$ cat config.mk
export PLATFORM = sky130hd
export DESIGN_NAME = fetch_unit
export DESIGN_NICKNAME = d
export VERILOG_FILES = /design/src/rtl/fetch_unit.sv
export SDC_FILE = /design/constraint.sdc
export NUM_CORES = 1
export LEC_CHECK = 0
export ABC_AREA = 1
export BUFFER_PORTS_ARGS = -buffer_cell sky130_fd_sc_hd__buf_2
export CAP_MARGIN = 25
export CORE_UTILIZATION = 45
export DETAILED_ROUTE_END_ITERATION = 8
export GPL_TIMING_DRIVEN = 1
export PLACE_DENSITY = 0.75
export SYNTH_ARGS = -nofsm -noshare
export SYNTH_HDL_FRONTEND = slang
export SYNTH_SLANG_ARGS = --single-unit
$ cat constraint.sdc
create_clock -name clk -period 6.3 [get_ports clk]
set_clock_uncertainty 0.05 [all_clocks]
set_input_delay 0.315 -clock clk [delete_from_list [all_inputs] [get_ports clk]]
set_output_delay 0.315 -clock clk [all_outputs]
set_load 0.03 [all_outputs]
$ cat src/rtl/fetch_unit.sv
// rtl/fetch_unit.sv - instruction fetch stage: program counter, instruction register, FETCH/DECODE handshake
module fetch_unit #(
  parameter logic [7:0] PC_RESET = 8'h00
) (
  input  logic       clk,
  input  logic       reset_n,
  output logic [7:0] imem_addr,
  output logic       imem_rd,
  input  logic       imem_ready,
  input  logic [7:0] imem_rdata,
  output logic       instr_valid,
  output logic [1:0] opcode,
  output logic [1:0] rs,
  output logic [1:0] rt,
  output logic [1:0] imm_field,
  input  logic [7:0] imm_ext,
  input  logic       ack,
  input  logic       branch_taken,
  output logic [7:0] pc
);

  typedef enum logic {FETCH = 1'b0, DECODE = 1'b1} state_t;

  state_t     state;
  state_t     state_next;
  logic [7:0] ir;
  logic       take_branch;
  logic [7:0] pc_next;

  always_ff @(posedge clk or negedge reset_n) begin
    if (!reset_n) state <= FETCH;
    else          state <= state_next;
  end

  always_comb begin
    state_next = state;
    case (state)
      FETCH:   if (imem_ready) state_next = DECODE;
      DECODE:  if (ack)        state_next = FETCH;
      default: state_next = FETCH;
    endcase
  end

  always_comb begin
    imem_rd     = (state == FETCH);
    instr_valid = (state == DECODE);
  end

  // imm_ext arrives combinationally from the sign-extension stage in the ack cycle
  assign take_branch = (opcode == 2'b11) && branch_taken;
  assign pc_next     = take_branch ? (pc + 8'd1 + imm_ext) : (pc + 8'd1);

  always_ff @(posedge clk or negedge reset_n) begin
    if (!reset_n) begin
      pc <= PC_RESET;
      ir <= 8'h00;
    end else begin
      if (state == FETCH && imem_ready) ir <= imem_rdata;
      if (state == DECODE && ack)       pc <= pc_next;
    end
  end

  assign imem_addr = pc;
  assign opcode    = ir[7:6];
  assign rs        = ir[5:4];
  assign rt        = ir[3:2];
  assign imm_field = ir[1:0];

endmodule

==> results.toml <==
[logic_synthesis]
yosysWarnings = 0
ys_top_cells_by_area = "dfrtp_1 34%, nand2_1 10%, ha_1 8.9%"
synthesis.nets = 187
synth_area_per_cell_um2 = 8.08
synth_seq_cells = 17
syn_inst = 156
ys_types = 27
synth_most_common_cell = "nand2_1"
netlist_area_um2 = 1260
synth_edf_count = 0
yosysSeqAreaShare_pct = 33.7
ys_async_sr_fraction_pct = 100
yosys.area.top_type_share_pct = 33.7
synthTopCellsByCount = "35 x nand2_1, 17 x dfrtp_1, 17 x inv_1, 11 x a21oi_1, 11 x nand3_1"
yosys.area.top_type = "dfrtp_1"
synth_top_flop_cell = "dfrtp_1"

[clock_tree]
cts_tree = "built"
cts_root_buffer = "clkbuf_4"
cts_buffers = 3
clk_pin_slew_ns = 0.10
clock_sinks = 17
clk_path_buf_depth = 2
insertion_delay_ns = 0.29
h-tree-depth = 1
postCtsSetupBuffers = 0

[placement]
port_buffers = 46
dp_slack_ns = 4.03
dp_hpwl_um = 2260
place.gp.congestion = 0.811

[global_routing]
grt_max_degree = 18
antenna_found_initial = 0
overflow = 0
grtUsageTotal_pct = 21.2
grt_pass1_vias = 1041
grt_pass1_wl_um = 4520

[worst_hold_path]
hp-class = "in2reg"
whs_path_depth = 2

[critical_path]
critPathMostFrequentCell = "nand2_1"
cp_max_fo = 6
worstPathRequired_ns = 6.47
slowest_stage = "dfrtp_1"
critPathKind = "reg2reg"
arrival_ns = 2.49
cp_cell_sequence = "ha_1 -> nand2_1 -> nor2_1 -> inv_1 -> nand2_1 -> inv_1 -> ha_1 -> nand2_1 -> nand2_1 -> nand2_1 -> nand2_1 -> a21oi_1 -> inv_1 -> nand2_1 -> nand3_2 -> a21oi_2"
max_stage_delay_ns = 0.46
reg2regPathDepth = 16
cp-end-kind = "flop"
setup.worst_path.start_class = "flop"

[floorplan]
fp.dieArea_um2 = 3020
core_area_um2 = 2570
rows = 18
die_x_um = 54.9
initial_core_util_pct = 49.1
io_pins = 47
fp.dieH_um = 54.9

[timing]
min_period_over_period_pct = 36.8
drv_slew = 0
period_needed_ns = 2.32
fin_hold_ws_ns = 0.169
max_freq_mhz = 432
rsz0062_at_grt = "false"
slew_headroom_pct = 73.8
worst_slew_pin_slew_ns = 0.393
setup_viol = 0
finalSetupTns_ns = 0
setup_ws_ns = 3.98
finalHoldViolations = 0

[outcome]
status = "complete, no violations"

[finish]
layout-drive-gt1-share_pct = 35.2
ff_latch_area_um2 = 425
final_core_util_pct = 58.7
multi_input_area_um2 = 704
fillers = 245
areaGrowthSynthToFinish_pct = 19.4
antennaDiodeCount = 0
nNetsFinal = 231

[route]
drc = 0
drt-total-wl_um = 2800
dr.pass1.iters = 4
vias = 1161
routedWlPerCell_um = 12.2
drt_iter0_drc = 12
postRouteAntennaNets = 0
viasPerCell = 5.07

[flow_run]
cap_violations = 0

[power_and_ir_drop]
power.density_nw_per_um2 = 507
vdd_drop_max_uv = 300
finalPower_uw = 763
power.leakage_nw = 0.836
-- cell type report --
cell class,instances,area share [%]
well taps,30,2.49
multi-input cells,112,46.8
flip-flops and latches,17,28.2
clock inverters,1,0.332
repair buffers,47,15.9
clock buffers,3,1.50
inverters,19,4.73
-- worst max-delay path: cells and delay by family (launching register included) --
family                     cells  cell delay (ns)
AOI/OAI and AO/OA              2             0.32
adders and majority gates      2             0.53
buffers and inverters          3             0.15
DFF                            1             0.46
and+or+nand+nor                9             0.75
-- per-layer routing --
layer | wire length (um) | global-route usage, % | up-vias
met2 | 1420 | 36.5 | 33
met5 | 0 | 0 | -
met1 | 1240 | 26.9 | 531
met3 | 113 | 4.37 | 4
met4 | 26 | 5.00 | 0
li1 | - | - | 593
-- what timing repair did --
action	4_1_cts	5_1_grt
resized for setup	0	0
hold endpoints to repair	17	0
hold buffers	1	0
-- sequential cells by signal (all words and copies together), names as in the netlist --
register     count
ir               8
imem_addr        8
instr_valid      1
-- kinds of logic (layout without fill, tap and decap cells) --
group                    count (synthesis)  count (layout)  synth area share (%)
flip-flops                              17              17                  33.7
AND/OR/NAND/NOR                         67              67                  25.2
multiplexers                             8               8                  7.14
adder cells (fa/ha/maj)                 10              10                  10.5
buffers and inverters                   27              70                  10.4
XOR/XNOR                                 4               4                  2.78
AO/OA/AOI/OAI                           23              23                  10.2
-- placed cells by master (no fill, tap or decap) --
master	synthesis	layout
buf_2	0	46
nand2_1	35	35
inv_1	17	17
dfrtp_1	17	17
nand3_1	11	11
a21oi_1	11	11
ha_1	9	9
nor2_1	8	8
mux2_2	8	8
o21ai_0	6	6
nand3_2	4	4
xor2_1	3	3
nand4_1	3	3
clkbuf_4	0	3
nand2_2	2	2
a21oi_2	2	2
inv_2	1	1
o21bai_1	1	1
nor2_4	1	1
clkinv_1	1	1
xnor2_1	1	1
o211ai_1	1	1
or2_2	1	1
a31oi_1	1	1
nor2_2	1	1
or2_1	1	1
o21ai_1	1	1
fa_1	1	1
clkinv_2	0	1
dlygate4sd3_1	0	1
-- per-stage QoR --
step           cell area, um^2  cells
2_1_floorplan             1260    156
3_3_place_gp              1470    224
3_5_place_dp              1470    224
4_1_cts                   1510    229
5_1_grt                   1510    229
6_report                  1510    229
-- worst paths after layout --
kind	startpoint	to	slack, ns
setup / recovery	imem_addr[0]	imem_addr[7]	3.98
hold / removal	ack	instr_valid	0.17
setup reg to reg	imem_addr[0]	imem_addr[7]	3.98
max in group asynchronous	reset_n	ir[2]	5.50
hold reg to reg	ir[2]	ir[2]	0.46
min in group asynchronous	reset_n	imem_addr[2]	0.42
-- power breakdown --
part,internal [mW],switching [mW],total (mW),leakage [nW]
clock,0.0236,0.0351,0.0587,0.0177
sequential,0.145,0.0455,0.190,0.201
combinational,0.176,0.338,0.514,0.618
total,0.344,0.419,0.763,0.836
(Power assumes the default switching activity.)
